### src/rtl/dcpu16_bootldr_pkg.sv
// Shared definitions for the dcpu16 boot loader: FSM state encodings,
// stream byte order and small helpers for byte pairing and checksumming.
package dcpu16_bootldr_pkg;

  // Loader FSM states, 4-bit encodings in stream order.
  typedef enum logic [3:0] {
    HDR_HI = 4'd0,
    HDR_LO = 4'd1,
    DAT_HI = 4'd2,
    DAT_LO = 4'd3,
    WRITE  = 4'd4,
    SUM_HI = 4'd5,
    SUM_LO = 4'd6,
    DONE   = 4'd7,
    ERR    = 4'd8
  } ld_state_e;

  // Stream words arrive high byte first.
  localparam logic BYTE_ORDER_BIG = 1'b1;

  // Combine the held first byte with the current byte into a word.
  function automatic logic [15:0] pair_bytes(input logic [7:0] first_b,
                                             input logic [7:0] second_b);
    if (BYTE_ORDER_BIG) begin
      return {first_b, second_b};
    end else begin
      return {second_b, first_b};
    end
  endfunction

  // Running checksum: 16-bit add, carry out of bit 15 is discarded.
  function automatic logic [15:0] csum_add(input logic [15:0] a,
                                           input logic [15:0] b);
    return a + b;
  endfunction

  // States in which the loader consumes bytes from the stream.
  function automatic logic accepts_bytes(input ld_state_e s);
    case (s)
      HDR_HI, HDR_LO, DAT_HI, DAT_LO, SUM_HI, SUM_LO: return 1'b1;
      default:                                         return 1'b0;
    endcase
  endfunction

endpackage

### src/rtl/dcpu16_bootldr.sv
// dcpu16 boot loader: pairs incoming bytes into words, writes them into
// program memory over a stb/wre/ack port, verifies the trailing checksum
// and only then releases the CPU from reset.
module dcpu16_bootldr
  import dcpu16_bootldr_pkg::*;
#(
  parameter int unsigned     AW   = 16,
  parameter logic [AW-1:0]   BASE = 16'h0000
) (
  input  logic          clk,
  input  logic          rst,
  input  logic [7:0]    rx_dat,
  input  logic          rx_stb,
  output logic          rx_rdy,
  output logic [AW-1:0] ld_adr,
  output logic [15:0]   ld_dto,
  output logic          ld_stb,
  output logic          ld_wre,
  input  logic          ld_ack,
  output logic          cpu_rst,
  output logic          done,
  output logic          err
);

  ld_state_e     state_q, state_d;
  logic [7:0]    hi_q, hi_d;
  logic [15:0]   count_q, count_d;
  logic [15:0]   sum_q, sum_d;
  logic          rx_rdy_q, rx_rdy_d;
  logic [AW-1:0] ld_adr_q, ld_adr_d;
  logic [15:0]   ld_dto_q, ld_dto_d;
  logic          ld_stb_q, ld_stb_d;
  logic          ld_wre_q;
  logic          cpu_rst_q, cpu_rst_d;
  logic          done_q, done_d;
  logic          err_q, err_d;

  logic          accept_s;
  logic [15:0]   word_s;

  assign accept_s = rx_stb & rx_rdy_q;
  assign word_s   = pair_bytes(hi_q, rx_dat);

  // Next-state logic for the FSM, datapath and registered outputs.
  always_comb begin
    state_d  = state_q;
    hi_d     = hi_q;
    count_d  = count_q;
    sum_d    = sum_q;
    ld_adr_d = ld_adr_q;
    ld_dto_d = ld_dto_q;
    ld_stb_d = ld_stb_q;
    case (state_q)
      HDR_HI, DAT_HI, SUM_HI: begin
        if (accept_s) begin
          hi_d    = rx_dat;
          state_d = ld_state_e'(state_q + 4'd1);
        end else begin
          hi_d    = hi_q;
        end
      end
      HDR_LO: begin
        if (accept_s) begin
          count_d = word_s;
          sum_d   = word_s;
          state_d = (word_s != 16'd0) ? DAT_HI : SUM_HI;
        end else begin
          count_d = count_q;
        end
      end
      DAT_LO: begin
        if (accept_s) begin
          ld_dto_d = word_s;
          sum_d    = csum_add(sum_q, word_s);
          ld_stb_d = 1'b1;
          state_d  = WRITE;
        end else begin
          ld_stb_d = ld_stb_q;
        end
      end
      WRITE: begin
        // An ack only counts while the strobe is actually up.
        if (ld_stb_q && ld_ack) begin
          ld_stb_d = 1'b0;
          ld_adr_d = ld_adr_q + {{(AW-1){1'b0}}, 1'b1};
          count_d  = count_q - 16'd1;
          state_d  = (count_q == 16'd1) ? SUM_HI : DAT_HI;
        end else begin
          ld_stb_d = ld_stb_q;
        end
      end
      SUM_LO: begin
        if (accept_s) begin
          state_d = (word_s == sum_q) ? DONE : ERR;
        end else begin
          state_d = SUM_LO;
        end
      end
      DONE:    state_d = DONE;
      ERR:     state_d = ERR;
      default: state_d = HDR_HI;
    endcase
    // Status outputs are registered copies of what the next state implies.
    rx_rdy_d  = accepts_bytes(state_d);
    cpu_rst_d = (state_d != DONE);
    done_d    = (state_d == DONE);
    err_d     = (state_d == ERR);
  end

  // State and output registers; async reset abandons any partial load.
  always_ff @(posedge clk or negedge rst) begin
    if (!rst) begin
      state_q   <= HDR_HI;
      hi_q      <= 8'h00;
      count_q   <= 16'h0000;
      sum_q     <= 16'h0000;
      rx_rdy_q  <= 1'b0;
      ld_adr_q  <= BASE;
      ld_dto_q  <= 16'h0000;
      ld_stb_q  <= 1'b0;
      ld_wre_q  <= 1'b0;
      cpu_rst_q <= 1'b1;
      done_q    <= 1'b0;
      err_q     <= 1'b0;
    end else begin
      state_q   <= state_d;
      hi_q      <= hi_d;
      count_q   <= count_d;
      sum_q     <= sum_d;
      rx_rdy_q  <= rx_rdy_d;
      ld_adr_q  <= ld_adr_d;
      ld_dto_q  <= ld_dto_d;
      ld_stb_q  <= ld_stb_d;
      ld_wre_q  <= ld_stb_d;
      cpu_rst_q <= cpu_rst_d;
      done_q    <= done_d;
      err_q     <= err_d;
    end
  end

  assign rx_rdy  = rx_rdy_q;
  assign ld_adr  = ld_adr_q;
  assign ld_dto  = ld_dto_q;
  assign ld_stb  = ld_stb_q;
  assign ld_wre  = ld_wre_q;
  assign cpu_rst = cpu_rst_q;
  assign done    = done_q;
  assign err     = err_q;

endmodule

### config.mk
export PLATFORM = sky130hd
export DESIGN_NAME = dcpu16_bootldr
export DESIGN_NICKNAME = d
export VERILOG_FILES = /design/src/rtl/dcpu16_bootldr_pkg.sv /design/src/rtl/dcpu16_bootldr.sv
export SDC_FILE = /design/constraint.sdc
export NUM_CORES = 1
export LEC_CHECK = 0
export BUFFER_PORTS_ARGS = -buffer_cell sky130_fd_sc_hd__buf_2
export CELL_PAD_IN_SITES_DETAIL_PLACEMENT = 1
export CELL_PAD_IN_SITES_GLOBAL_PLACEMENT = 1
export CORE_UTILIZATION = 45
export CTS_CLUSTER_DIAMETER = 120
export CTS_CLUSTER_SIZE = 12
export DETAILED_ROUTE_END_ITERATION = 7
export GPL_ROUTABILITY_DRIVEN = 0
export PLACE_DENSITY_LB_ADDON = 0.25
export SYNTH_ARGS = -nofsm -noshare
export SYNTH_HDL_FRONTEND = slang
export SYNTH_SLANG_ARGS = --single-unit
### constraint.sdc
create_clock -name clk -period 3.05 [get_ports clk]
set_input_delay 0.305 -clock clk [delete_from_list [all_inputs] [get_ports clk]]
set_output_delay 0.305 -clock clk [all_outputs]
set_load 0.03 [all_outputs]
-- Word level (Yosys, flattened, before mapping)
Index checks and enable logic that the tools add are counted.
- bits in registers: 81
- latch bits: 0
- memory bits (writable): 0
- memory bits (read-only): 0
- input port bits: 12
- output and inout port bits: 38
- word-level logic and storage cells: 70
- memories: 0
- add/subtract/negate cells: 4
- multiply operators: 0
- divide/modulo/power cells: 0
- magnitude comparators: 0
- eq/ne operators: 21
- shifts and indexed selects: 0
- mux-type cells: 18
- bitwise operators: 1
- reductions and logical operators: 15
- operators with widths (cell ; number):
    $pmux 16 s2 ; 2
    $mux 16 ; 3
    $eq 4x3->1 const B ; 7
    $pmux 4 s7 ; 1
    $mux 4 ; 6
    $add 16x1->16 const B ; 1
    $add 16x16->16 ; 1
    $eq 16x1->1 const B ; 1
    $eq 16x16->1 ; 1
    $eq 4x2->1 const B ; 4
    $reduce_bool 16->1 ; 1
    $sub 16x1->16 const B ; 1
    $reduce_and 3->1 ; 3
    $eq 4x1->1 const B ; 2
    $eq 4x4->1 const B ; 2
    $logic_not 4->1 ; 2
    $mux 3 ; 2
    $ne 2x2->1 const B ; 3
    $reduce_and 2->1 ; 3
    $reduce_bool 2->1 ; 3
    $reduce_or 6->1 ; 1
    $add 4x1->4 const B ; 1
    $ne 4x3->1 const B ; 1
    $mux 1 ; 3
    other kinds (4) ; 4

-- Logic depth before layout (Yosys ltp)
- depth after elaboration: 7
- depth in mapped cells: 10
- depth with buffers taken out: 10

-- Least setup slack after synthesis
No wires, ideal clock.
- path type: register to register
- start: register hi_q[4]
- end: register sum_q[15]
- setup time: 71 ps
- arrival: 2289 ps
- data required time: 2979 ps
- slack: 690 ps
- stages on the path, launching flop included: 10
- path buffers: 1
- period minus slack after synthesis: 2360 ps
- path through: dfrtp_1 -> ha_1 -> clkbuf_1 -> a21o_1 -> a211oi_1 -> nand2_1 -> nor3_1 -> a211oi_1 -> or4b_2 -> nand4_1
- word-level cells in the longest chain between the ends: 3
- RTL lines (element ; RTL line ; RTL):
    start, declared ; dcpu16_bootldr.sv:26 ; logic [7:0] hi_q, hi_d;
    start signal, assigned ; dcpu16_bootldr.sv:127 ; hi_q <= hi_d;
    $add 16x16->16 ; dcpu16_bootldr_pkg.sv:34 ; return a + b;
    $mux 16 ; dcpu16_bootldr.sv:72 ; if (accept_s) begin
    $pmux 16 s2 ; dcpu16_bootldr.sv:53 ; case (state_q)
    end signal, assigned ; dcpu16_bootldr.sv:129 ; sum_q <= sum_d;
    end, declared ; dcpu16_bootldr.sv:28 ; logic [15:0] sum_q, sum_d;
No other way between the ends. The select of a mux whose other input is x is not followed.
A chain may end at the register's enable or synchronous reset.

-- Worst setup path in the final report
- start: register count_q[7]
- end: register rx_rdy_q, in the netlist rx_rdy
- word-level cells in the longest chain between the ends: 7
- elaborated cells on any way between the ends: 12
- classes of those cells: eq/ne: 6; mux: 4; reduce/logical: 2
- RTL lines (element ; RTL line ; RTL):
    start, declared ; dcpu16_bootldr.sv:27 ; logic [15:0] count_q, count_d;
    start signal, assigned ; dcpu16_bootldr.sv:128 ; count_q <= count_d;
    $eq 16x1->1 (*) ; dcpu16_bootldr.sv:87 ; state_d = (count_q == 16'd1) ? SUM_HI : DAT_HI;
    $mux 3 (*) ; dcpu16_bootldr.sv:87 ;
    $mux 4 (*) ; dcpu16_bootldr.sv:83 ; if (ld_stb_q && ld_ack) begin
    $pmux 4 s7 (*) ; dcpu16_bootldr.sv:53 ;
    $eq 4x1->1 (tied with other cells) ; dcpu16_bootldr_pkg.sv:39 ; case (s)
    $reduce_or 6->1 (*) ; dcpu16_bootldr_pkg.sv:39 ;
    $mux 1 (*) ; dcpu16_bootldr_pkg.sv:39 ;
    net rx_rdy_d ; dcpu16_bootldr.sv:29 ; logic rx_rdy_q, rx_rdy_d;
    end signal, assigned ; dcpu16_bootldr.sv:130 ; rx_rdy_q <= rx_rdy_d;
    end, declared ; dcpu16_bootldr.sv:29 ;
Mark *: on every way through the listed nets, which the timed path passes. The rest lies on a longest branch.

==> run_results.csv <==
group,metric,value,unit
power_and_ir_drop,p_per_area,1140,nW/um^2
synthesis,yosys_warnings,0,
die,core_area,10200,um^2
sta,hold_violations,0,
synthesis,synth_cells,536,
detailed_routing,m1WireLength,6.33,mm
worst_setup_path,r2r_cells,7,
job,maxCapViolCount,0,
cts,max-clock-path-buffers,2,
final_layout,nFillCells,1251,
detailed_routing,vias,4247,
cts,cts_root_buf,"clkbuf_8",
final_layout,design_area,5340,um^2
worst_setup_path,critPathKind,"flip-flop to flip-flop",
synthesis,synth_area,4720,um^2
synthesis,postSynthAreaPerCell,8.81,um^2
synthesis,ys_types,52,
detailed_routing,wl_per_cell,19.0,um
synthesis,synth_edf_count,0,
final_layout,final_layout_size_suffix_gt1_frac,0.163,
sta,finalCriticalPeriod,2.56,ns
synthesis,yosysTopAreaCellShare,0.424,
synthesis,yosysSeqAreaShare,0.429,
sta,finClkSkew,0.0133,ns
die,start_util,0.462,
final_layout,nets,619,
final_layout,num_antenna_cells,0,
final_layout,multiInputGateArea,2530,um^2
worst_setup_path,critPathLaunchType,"flip-flop",
synthesis,async_flop_share,1.00,
placed_design,dpl.hpwl,9.62,mm
power_and_ir_drop,leakagePower,0.00248,uW
placed_design,port_buffers,49,
cts,cts_buffers,9,
cts,cts_resized,0,
global_routing,track_usage,0.265,
synthesis,ys_ff_latch,81,
global_routing,grt_pass1_vias,4354,
detailed_routing,via_per_inst,5.87,
synthesis,synth_fp_nets,572,
synthesis,synth_common_cells,"nand2_1 (95), dfrtp_1 (80), o21ai_0 (43), a21oi_1 (42), nor2_1 (39)",
placed_design,dpl_worst_slack,0.495,ns
detailed_routing,route.met3.wl,546,um
cts,clk_latency,0.38,ns
detailed_routing,drtIter0Drc,156,
synthesis,synth_area_leaders,"dfrtp_1 (42%), nand2_1 (7.5%), ha_1 (6.1%)",
detailed_routing,drcViolationCount,0,
final_layout,areaGrowthSynthToFinish,13.1,%
die,io_pins,50,
cts,hold_buffers,0,
synthesis,synth_area_leader_cell,"dfrtp_1",
cts,postCtsSetupBuffers,0,
sta,rsz0062_at_grt,"false",
detailed_routing,dr.max_layer_used,"met4",
outcome,status,"finished clean",
worst_setup_path,cp.arrival,2.80,ns
placed_design,dpl_cell_area,5130,um^2
synthesis,synth.most_common_cell,"nand2_1",
final_layout,register_area,2030,um^2
die,die_x,104,um
power_and_ir_drop,ir_drop,0.000454,V
global_routing,antenna_found_initial,0,
cts,cts_tree,"done",
detailed_routing,wl_met2,6.54,mm
sta,worst_slack,0.486,ns
die,die_h,104,um
sta,tns,0,ns
sta,maxSlewViolCount,0,
worst_setup_path,crit_fanout,7,
cts,cts.clk_slew.worst_paths,0.09,ns
synthesis,synth-main-ff-cell,"dfrtp_1",
sta,max_freq,390,MHz
min_path,min_path_type,"primary input to async pin",
sta,worstMarginPinSlew,1.07,ns
global_routing,gr-total-overflow,0,
worst_setup_path,crit_path_end_kind,"flip-flop",
detailed_routing,ant_nets,0,
global_routing,grt_pass1_wl,22.8,mm
worst_setup_path,ff2ff_setup_slack,0.49,ns
detailed_routing,wirelength,13.7,mm
detailed_routing,firstDrtPassIters,4,
global_routing,grt_max_degree,82,
die,row_count,37,
sta,timing.final.crit_share,0.841,
sta,setup_viol,0,
cts,htree_levels,3,
worst_setup_path,cp.required,3.29,ns
die,die_area,10900,um^2
sta,slew-limit-headroom,0.289,
cts,clkSinkCount,81,
==> worst max-delay path, stage by stage (launching register included) <==
cell,delay (ns)
dfrtp_1,0.45
or3_4,0.42
or3_1,0.45
nor3_4,0.27
o22ai_1,0.11
or3_1,0.44
xnor2_1,0.20
a21oi_1,0.08
==> metrics by stage <==
stage	util	total power, uW	std cells	hold WS, ns
2_1_floorplan	-	4230	536	0.00941
3_3_place_gp	0.501	5000	708	0.455
3_5_place_dp	0.501	5150	708	0.457
4_1_cts	0.522	6080	724	0.172
5_1_grt	0.522	6520	724	0.212
6_report	0.522	6110	724	0.120
==> cell usage in the layout, fill, tap and decap left out, types with 3 or more instances in the layout <==
cell / synthesis / final
a21o_1: 11 / 11
o21ai_0: 43 / 42
a21oi_1: 42 / 42
mux2_2: 9 / 9
or3_1: 4 / 4
a211oi_1: 4 / 4
and2_1: 7 / 7
clkbuf_8: 0 / 9
nand2_1: 95 / 95
a31oi_1: 5 / 5
nor3_1: 15 / 15
and3_1: 8 / 8
nor2b_1: 5 / 5
buf_4: 1 / 16
a32oi_1: 3 / 3
nor4_1: 14 / 14
nand4b_1: 3 / 3
buf_2: 0 / 48
nand3_1: 14 / 14
ha_1: 23 / 23
a22oi_1: 5 / 5
o22ai_1: 3 / 3
inv_1: 9 / 9
xnor2_1: 22 / 22
nand2b_1: 4 / 4
xor2_1: 6 / 6
nor2_1: 39 / 39
dfrtp_1: 80 / 80
nand4_1: 8 / 8
==> logic make-up (layout without fill, tap and decap cells) <==
| family | Yosys count | in the layout | share of synthesized area |
|---|---|---|---|
| and+or+nand+nor | 226 | 226 | 0.234 |
| buffers and inverters | 38 | 90 | 0.0342 |
| xor gates and xnor gates | 28 | 28 | 0.0519 |
| adders and majority gates | 24 | 24 | 0.0652 |
| AOI/OAI and AO/OA | 129 | 129 | 0.161 |
| muxes | 10 | 10 | 0.0236 |
| DFF | 81 | 81 | 0.429 |
==> where the power goes <==
group | switching (uW) | internal, uW
clock | 425 | 461
combinational | 2090 | 1260
sequential | 372 | 1500
total | 2890 | 3220
==> path summary, 6_finish.rpt <==
check	start	to
worst max-delay path	count_q[7]	rx_rdy
worst min-delay path	rst	ld_dto[1]
worst max register to register	count_q[7]	rx_rdy
worst min register to register	ld_adr[15]	ld_adr[15]
max in group asynchronous	rst	ld_dto[8]
min in group clk	rx_dat[3]	ld_dto[3]
==> sequential cells by signal (all words and copies together), names as in the netlist <==
name,flops
count_q,16
ld_adr,16
ld_dto,16
sum_q,16
hi_q,8
state_q,4
cpu_rst,1
done,1
err,1
ld_wre,1
rx_rdy,1
==> layer usage <==
layer,up-vias,track usage
li1,1995,-
met1,2134,0.359
met2,94,0.429
met3,24,0.0363
met4,0,0.106
met5,-,0
==> cell type report <==
type,instances,area share
timing repair buffer,64,0.0675
sequential,81,0.380
clock inverter,5,0.0150
tap,136,0.0319
multi-input combinational,417,0.474
clock buffer,11,0.0246
inverter,10,0.00703
No activity file was read; power rests on OpenSTA's default activity.
